--- config.mk ---
export PLATFORM = sky130hd
export DESIGN_NAME = temp_state_classifier
export DESIGN_NICKNAME = d
export VERILOG_FILES = /design/src/rtl/temp_state_classifier.sv
export SDC_FILE = /design/constraint.sdc
export NUM_CORES = 1
export LEC_CHECK = 0
export CAP_MARGIN = 15
export CELL_PAD_IN_SITES_DETAIL_PLACEMENT = 1
export CELL_PAD_IN_SITES_GLOBAL_PLACEMENT = 2
export CORE_MARGIN = 1
export CORE_UTILIZATION = 38
export DETAILED_ROUTE_END_ITERATION = 8
export DONT_BUFFER_PORTS = 1
export PLACE_DENSITY_LB_ADDON = 0.1
export REMOVE_ABC_BUFFERS = 1
export SYNTH_ARGS = -nofsm -noshare
export SYNTH_HDL_FRONTEND = slang
export SYNTH_SLANG_ARGS = --single-unit
--- constraint.sdc ---
create_clock -name clk -period 2.9 [get_ports clk]
set_input_delay 0.87 -clock clk [delete_from_list [all_inputs] [get_ports clk]]
set_output_delay 0.87 -clock clk [all_outputs]
set_load 0.01 [all_outputs]
--- src/rtl/temp_state_classifier.sv ---
// Temperature band classifier feeding the buzzer controller: hysteresis on band exits,
// N-sample confirmation before estado moves, and a sensor-silence fault that parks estado at normal.
`timescale 1ns/1ps
module temp_state_classifier #(
    parameter int unsigned TW         = 32'd8,
    parameter int unsigned LIM_FRIO   = 32'd18,
    parameter int unsigned LIM_QUENTE = 32'd30,
    parameter int unsigned HIST       = 32'd2,
    parameter int unsigned CONFIRMA   = 32'd4,
    parameter int unsigned TIMEOUT    = 32'd100_000_000
) (
    input  logic          clk,
    input  logic          rst_n,
    input  logic [TW-1:0] temp,
    input  logic          temp_valid,
    output logic [1:0]    estado,
    output logic          mudou,
    output logic          falha
);

    localparam int unsigned CW  = $clog2(CONFIRMA + 32'd1);
    localparam int unsigned TOW = $clog2(TIMEOUT + 32'd1);

    localparam logic [1:0] EST_FRIO   = 2'd0;
    localparam logic [1:0] EST_NORMAL = 2'd1;
    localparam logic [1:0] EST_QUENTE = 2'd2;

    // Thresholds are held one bit wider than the sample so LIM_FRIO+HIST cannot wrap.
    localparam logic [TW:0] TH_FRIO       = (TW+1)'(LIM_FRIO);
    localparam logic [TW:0] TH_FRIO_SAI   = (TW+1)'(LIM_FRIO + HIST);
    localparam logic [TW:0] TH_QUENTE     = (TW+1)'(LIM_QUENTE);
    localparam logic [TW:0] TH_QUENTE_SAI = (TW+1)'(LIM_QUENTE - HIST);

    localparam logic [CW-1:0]  CONF_MAX = CW'(CONFIRMA);
    localparam logic [CW-1:0]  CNT_ONE  = CW'(32'd1);
    localparam logic [CW-1:0]  CNT_ZERO = CW'(32'd0);
    localparam logic [TOW-1:0] TO_MAX   = TOW'(TIMEOUT);
    localparam logic [TOW-1:0] TO_LAST  = TOW'(TIMEOUT - 32'd1);
    localparam logic [TOW-1:0] TO_ONE   = TOW'(32'd1);
    localparam logic [TOW-1:0] TO_ZERO  = TOW'(32'd0);

    function automatic logic [1:0] classify(input logic [TW:0] t, input logic [1:0] est);
        logic [1:0] c;
        c = EST_NORMAL;
        case (est)
            EST_FRIO: begin
                if (t > TH_QUENTE)         c = EST_QUENTE;
                else if (t >= TH_FRIO_SAI) c = EST_NORMAL;
                else                       c = EST_FRIO;
            end
            EST_QUENTE: begin
                if (t < TH_FRIO)             c = EST_FRIO;
                else if (t <= TH_QUENTE_SAI) c = EST_NORMAL;
                else                         c = EST_QUENTE;
            end
            default: begin
                if (t < TH_FRIO)        c = EST_FRIO;
                else if (t > TH_QUENTE) c = EST_QUENTE;
                else                    c = EST_NORMAL;
            end
        endcase
        return c;
    endfunction

    logic [1:0]     r_estado;
    logic           r_mudou;
    logic           r_falha;
    logic [CW-1:0]  r_cnt;
    logic [1:0]     r_cand;
    logic [TOW-1:0] r_to_cnt;

    logic [TW:0]    w_temp_x;
    logic [1:0]     w_cand;
    logic [CW-1:0]  w_cnt_inc;
    logic [CW-1:0]  w_cnt_upd;
    logic           w_to_fire;
    logic [TOW-1:0] w_to_nx;
    logic [1:0]     w_estado_nx;
    logic [CW-1:0]  w_cnt_nx;
    logic [1:0]     w_cand_nx;
    logic           w_falha_nx;
    logic           w_mudou_nx;

    assign w_temp_x = {1'b0, temp};
    assign w_cand   = classify(w_temp_x, r_estado);

    // Silence counter; a sample on the expiry edge takes priority over the fault.
    always_comb begin
        w_to_nx   = r_to_cnt;
        w_to_fire = 1'b0;
        if (temp_valid) begin
            w_to_nx = TO_ZERO;
        end else if (r_to_cnt != TO_MAX) begin
            w_to_nx   = r_to_cnt + TO_ONE;
            w_to_fire = (r_to_cnt == TO_LAST);
        end else begin
            w_to_nx = r_to_cnt;
        end
    end

    // Run length of the disagreeing candidate, saturating at CONFIRMA.
    always_comb begin
        w_cnt_inc = r_cnt;
        w_cnt_upd = r_cnt;
        if (r_cnt != CONF_MAX) begin
            w_cnt_inc = r_cnt + CNT_ONE;
        end else begin
            w_cnt_inc = r_cnt;
        end
        if (w_cand == r_cand) begin
            w_cnt_upd = w_cnt_inc;
        end else begin
            w_cnt_upd = CNT_ONE;
        end
    end

    // Next estado / confirmation / fault decision for this edge.
    always_comb begin
        w_estado_nx = r_estado;
        w_cnt_nx    = r_cnt;
        w_cand_nx   = r_cand;
        w_falha_nx  = r_falha;
        if (temp_valid) begin
            w_falha_nx = 1'b0;
            if (w_cand == r_estado) begin
                w_cnt_nx = CNT_ZERO;
            end else begin
                w_cand_nx = w_cand;
                if (w_cnt_upd == CONF_MAX) begin
                    w_estado_nx = w_cand;
                    w_cnt_nx    = CNT_ZERO;
                end else begin
                    w_cnt_nx = w_cnt_upd;
                end
            end
        end else if (w_to_fire) begin
            w_falha_nx  = 1'b1;
            w_cnt_nx    = CNT_ZERO;
            w_estado_nx = EST_NORMAL;
        end else begin
            w_estado_nx = r_estado;
        end
        w_mudou_nx = (w_estado_nx != r_estado);
    end

    // State registers with synchronous active-low reset.
    always_ff @(posedge clk) begin
        if (!rst_n) begin
            r_estado <= EST_NORMAL;
            r_mudou  <= 1'b0;
            r_falha  <= 1'b0;
            r_cnt    <= CNT_ZERO;
            r_cand   <= EST_NORMAL;
            r_to_cnt <= TO_ZERO;
        end else begin
            r_estado <= w_estado_nx;
            r_mudou  <= w_mudou_nx;
            r_falha  <= w_falha_nx;
            r_cnt    <= w_cnt_nx;
            r_cand   <= w_cand_nx;
            r_to_cnt <= w_to_nx;
        end
    end

    assign estado = r_estado;
    assign mudou  = r_mudou;
    assign falha  = r_falha;

endmodule

==> results of run 1 <==
[critical path, cell delays in order]
cell and delay, ns:
or4b_4 0.57, o21ai_2 0.18, o221ai_2 0.11, a211oi_2 0.33, nand3_2 0.11, a31oi_1 0.27
o22ai_1 0.13
[final timing paths]
path,start,end,slack [ns],cells after the start
max reg2reg,r_to_cnt[1],r_to_cnt[22],0.63,7
min reg2reg,r_to_cnt[24],r_to_cnt[24],0.49,2
min,r_to_cnt[24],r_to_cnt[24],0.49,2
max,temp[7],estado[1],0.48,7
[power groups by stage]
stage                     sequential (mW)  combinational [mW]  clock (mW)
final                               0.511              0.0852       0.361
after global routing                0.511              0.0943       0.399
after CTS                           0.510              0.0855       0.377
after detailed placement            0.521              0.0848           0
after global placement              0.521              0.0807           0
after floorplan                     0.519              0.0667           0
[layout by cell type, fill, tap and decap left out, types with 2 or more instances in the layout]
cell / n
nor2_1: 33
o211ai_1: 3
a21oi_1: 11
o21a_1: 2
inv_1: 8
and3_1: 3
nor2b_1: 2
nand2_1: 21
o2111ai_1: 2
clkbuf_8: 6
buf_4: 2
nand4_1: 5
and4_1: 4
and2_1: 4
nor4_1: 3
xor2_1: 17
a311oi_1: 2
nand3_1: 12
nand2b_1: 2
o21ai_1: 4
o21ai_2: 2
dfxtp_1: 36
o21ai_0: 8
a31oi_1: 6
ha_1: 4
clkbuf_1: 2
xnor2_1: 6
o221ai_2: 2
o22ai_1: 2
nand3b_1: 2
a32o_1: 2
or3_1: 5
nor3_1: 5
[cells in the mapped netlist, types with 2 or more instances]
library cell and instances:
xor2_1 17, o221ai_2 2, buf_4 2, nand2b_1 2
nand3b_1 2, o2111ai_1 2, and3_1 3, xnor2_1 6
a311oi_1 2, o22ai_1 2, nor2_1 33, buf_1 2
ha_1 4, o21ai_1 4, and4_1 4, inv_1 8
nand2_1 21, o211ai_1 3, a31oi_1 6, nor2b_1 2
o21ai_0 8, nor4_1 3, nand3_1 12, o21a_1 2
and2_1 4, nor3_1 5, a21oi_1 11, or3_1 5
dfxtp_1 36, a32o_1 2, clkbuf_1 2, o21ai_2 2
nand4_1 5
[flip-flops by register name (all words and copies together), names as in the netlist]
| signal | cells |
|---|---|
| estado | 2 |
| falha | 1 |
| mudou | 1 |
| r_cand | 2 |
| r_cnt | 3 |
| r_to_cnt | 27 |
[area by class of cell]
type | count | area, um2
flip-flops and latches | 36 | 721
clock buffers | 8 | 90.1
well taps | 70 | 87.6
repair buffers | 2 | 15.0
fillers | 634 | 2970
multi-input cells | 194 | 1260
inverters | 8 | 30.0
[cells by family (layout without fill, tap and decap cells)]
family	count (synthesis)	after routing	synth area share
xor gates and xnor gates	23	23	0.0979
muxes	1	1	0.00487
adders and majority gates	4	4	0.0243
AOI/OAI and AO/OA	53	53	0.192
DFF	36	36	0.350
and+or+nand+nor	113	113	0.294
buffers and inverters	16	18	0.0371
[routing by layer]
layer	share of wire	GRT usage	up-vias	wire, um
met2	0.52	0.336	30	2570
met3	0.036	0.0463	8	178
li1	-	-	893	-
met4	0.015	0.0679	0	75
met5	0	0	-	0
met1	0.43	0.214	901	2130
[stage by stage]
| stage | setup WS, ns | area, um2 | power [mW] | hold slack, ns |
|---|---|---|---|---|
| after floorplan | 0.377 | 2010 | 0.586 | 0.453 |
| after global placement | 0.271 | 2110 | 0.602 | 0.463 |
| after detailed placement | 0.207 | 2110 | 0.606 | 0.478 |
| after CTS | 0.504 | 2200 | 0.972 | 0.489 |
| after global routing | 0.380 | 2200 | 1.00 | 0.508 |
| final | 0.483 | 2200 | 0.957 | 0.487 |
==> impl_metrics.ini, run 1 <==
[power]
switching_share = 0.238
p_sw_uw = 227
combPwrFrac = 0.089
seqPwrFrac = 0.534
p_int_uw = 729
power.density_nw_per_um2 = 434
pwr-share-clk = 0.377
p_leak_nw = 0.689
peakVddDrop_uv = 194

[sta]
finalCritPeriodShare = 0.833
clock.fmax_ghz = 0.414
setup_viol = 0
final_hold_viol_count = 0
skew_ns = 0.00505
relSlewSlack = 0.631
setup_tns_ns = 0
slew_violations = 0
min_period_ns = 2.42
tightest_slew_ns = 0.550
rsz0062_at_grt = false

[floorplanning]
chipWidth_um = 75.6
io_pins = 15
initial_core_util = 0.398
core_area_um2 = 5170
rows = 26
dieArea_um2 = 5710
die_y_um = 75.6

[synth]
syn_inst = 246
synth_top_area_frac = 0.350
async_flop_share = 0
ys.flop_type = dfxtp_1
yosys_warnings = 0
synth-edff-count = 0
ys_seq_area_frac = 0.350
synth_area_leaders = dfxtp_1, xor2_1, nor2_1, nand2_1, nand3_1
ys_seq_elements = 36
yosysTopAreaCell = dfxtp_1
synth_area_per_cell_um2 = 8.36
syn_area_um2 = 2060
yosysUniqueCellTypes = 55

[status]
outcome = finished clean

[cts]
cts.sinks = 36
cts_tree = yes
clock_latency_ns = 0.28
clockRootBuffer = clkbuf_8
htreeDepth = 2
cts_made_buffers = 5
cts_setup_buffers = 0
post_cts_resized = 0
clk_path_buf_depth = 2
ctsHoldBuffers = 0
clkTransAtPathRegs_ns = 0.07

[drt]
drtPass1Iterations = 4
wl_um = 4960
drt_iter0_drc = 68
vias = 1832
antenna_left = 0
avgViaCountPerCell = 5.76
remaining_drc_errors = 0
routedWlPerCell_um = 15.6

[cells_and_area]
fin_cells = 318
nNetsFinal = 262
area_growth_pct = 7.12
final_core_utilization = 0.426
post_route_cells_drive_above_1_share = 0.0887
antenna_cells = 0

[critical_path]
crit_path_start_kind = input port
required_ns = 3.06
cp_max_fo = 5
path_class = in -> reg
crit_arrival_ns = 2.57
crit_path_end_kind = flip-flop

[global_route]
grt_max_degree = 31
grt-ovfl-total = 0
antenna_found_initial = 0
grt_pass1_wl_um = 8140
grt_pass1_vias = 1760
track_usage = 0.187

[placed_design]
hpwl_um = 3750
port_buffers = 0
dp_cells = 310
place_congestion = 0.950

[worst_hold_path]
hold_class = reg -> reg

[job]
drv_cap = 0
(Power assumes the default switching activity.)
==> run 2: changes to the inputs <==
--- a/config.mk
+++ b/config.mk
@@ -9,7 +9,7 @@
 export CELL_PAD_IN_SITES_DETAIL_PLACEMENT = 1
 export CELL_PAD_IN_SITES_GLOBAL_PLACEMENT = 2
 export CORE_MARGIN = 1
-export CORE_UTILIZATION = 38
+export CORE_UTILIZATION = 34
 export DETAILED_ROUTE_END_ITERATION = 8
 export DONT_BUFFER_PORTS = 1
 export PLACE_DENSITY_LB_ADDON = 0.1
==> constraint.sdc (replaced) <==
create_clock -name clk -period 2.2 [get_ports clk]
set_input_delay 0.66 -clock clk [delete_from_list [all_inputs] [get_ports clk]]
set_output_delay 0.66 -clock clk [all_outputs]
set_load 0.01 [all_outputs]
==> run 2 against run 1 <==
Against the previous run: first-iteration DRC count is 7.4% lower; core utilization is 1.3 points lower; die area is 11% higher; hold slack worse by 0.038 ns; critical path depth stayed put; sequential cell count stayed put; non-clock buffer count is 16 higher; sequential power is 32% higher; setup slack worse by 0.35 ns; count of clock-buffer cells in the layout is 1 lower; critical endpoint unchanged; highest routed layer unchanged.
==> impl_metrics.ini, run 2 (synthesis gave the netlist of run 1 again) <==
[status]
outcome = finished clean

[placed_design]
place_area_um2 = 2240
hpwl_um = 3590
place_worst_setup_slack_ns = -0.219
port_buffers = 0
place_congestion = 0.754
dp_cells = 328

[floorplanning]
io_pins = 15
die_y_um = 79.8
rows = 27
initial_core_util = 0.362
dieArea_um2 = 6360
core_area_um2 = 5680
chipWidth_um = 79.8

[cells_and_area]
nNetsFinal = 278
mostFrequentLayoutCell = dfxtp_1
final_cell_area_um2 = 2340
largestRegisters = r_to_cnt: 27 flops, r_cnt: 3 flops
final_cell_mix = dfxtp_1, nor2_1, nand2_1, buf_4, xor2_1
largest-register = r_to_cnt
area_growth_pct = 13.9
antenna_cells = 0
final_core_utilization = 0.413
fin_cells = 336
largest_reg_flops = 27
post_route_cells_drive_above_1_share = 0.159

[drt]
avgViaCountPerCell = 5.32
drt_iter0_drc = 63
vias = 1786
antenna_left = 0
wl_um = 4780
drtPass1Iterations = 2
routedWlPerCell_um = 14.2
remaining_drc_errors = 0

[cts]
cts_setup_buffers = 0
clockRootBuffer = clkbuf_8
cts_tree = yes
clkTransAtPathRegs_ns = 0.08
clk_path_buf_depth = 2
cts.sinks = 36
clock_latency_ns = 0.29
htreeDepth = 2
cts_made_buffers = 5

[worst_hold_path]
hold_class = in -> reg

[critical_path]
crit_path_start_kind = input port
path_class = in -> reg
r2r_setup_slack_ns = 0.22
crit_arrival_ns = 2.23
crit_path_end_kind = flip-flop
required_ns = 2.37
cp_max_fo = 5

[power]
power_mw = 1.30
peakVddDrop_uv = 266
p_leak_nw = 0.771
power.density_nw_per_um2 = 553

[global_route]
track_usage = 0.170
grt-ovfl-total = 0
grt_max_degree = 30
antenna_found_initial = 0
grt_pass1_vias = 1836
grt_pass1_wl_um = 8420

[sta]
whs_ns = 0.449
setup_tns_ns = 0
skew_ns = 0.00839
clock.fmax_ghz = 0.484
finalCritPeriodShare = 0.940
relSlewSlack = 0.752
tightest_slew_ns = 0.371
setup_ws_ns = 0.132
slew_violations = 0
final_hold_viol_count = 0
min_period_ns = 2.07
setup_viol = 0
rsz0062_at_grt = false

[job]
drv_cap = 0
run 2: changes by cell type in the layout (fill, tap and decap cells not counted):
cell and change:
buf_4 +16, a31oi_1 -1, a31oi_2 +1, clkbuf_1 -1, clkinvlp_4 +1, nand2_1 -1, nand2_2 +1, nor3_1 -1
nor3_2 +1
run 2: repair_timing:
item / in CTS / in global routing
endpoints found under the setup margin: 0 / 5
resized for setup: 0 / 3
hold buffers: 0 / 0
run 2: final timing paths:
path | start | to | cells after the start
worst min-delay path | rst_n | r_cand[0] | 1
worst min register to register | r_to_cnt[26] | r_to_cnt[26] | 2
worst max register to register | estado[0] | estado[0] | 8
worst max-delay path | temp[7] | estado[1] | 7
run 2: per-layer routing:
layer / routed length, um / vias up / GRT usage
met5: 0 / - / 0
met4: 75 / 0 / 0.0696
met3: 98 / 7 / 0.0354
met2: 2230 / 15 / 0.276
met1: 2370 / 842 / 0.217
li1: - / 922 / -
run 2: area by class of cell:
class / instances / area, um2
Multi-Input combinational cell: 194 / 1270
Timing Repair Buffer: 18 / 135
Inverter: 8 / 30.0
Sequential cell: 36 / 721
Fill cell: 696 / 3330
Clock inverter: 1 / 7.51
Tap cell: 72 / 90.1
Clock buffer: 7 / 86.3
run 2: critical path, cell delays in order:
cell	delay, ns
or4b_4	0.57
o21ai_2	0.16
o221ai_2	0.10
a211oi_2	0.28
nand3_2	0.13
a31oi_2	0.22
o22ai_1	0.10
run 2: report_power, final:
part	switching, mW	internal, mW
sequential	0.0119	0.660
combinational	0.0680	0.0576
clock	0.244	0.255
total	0.324	0.972
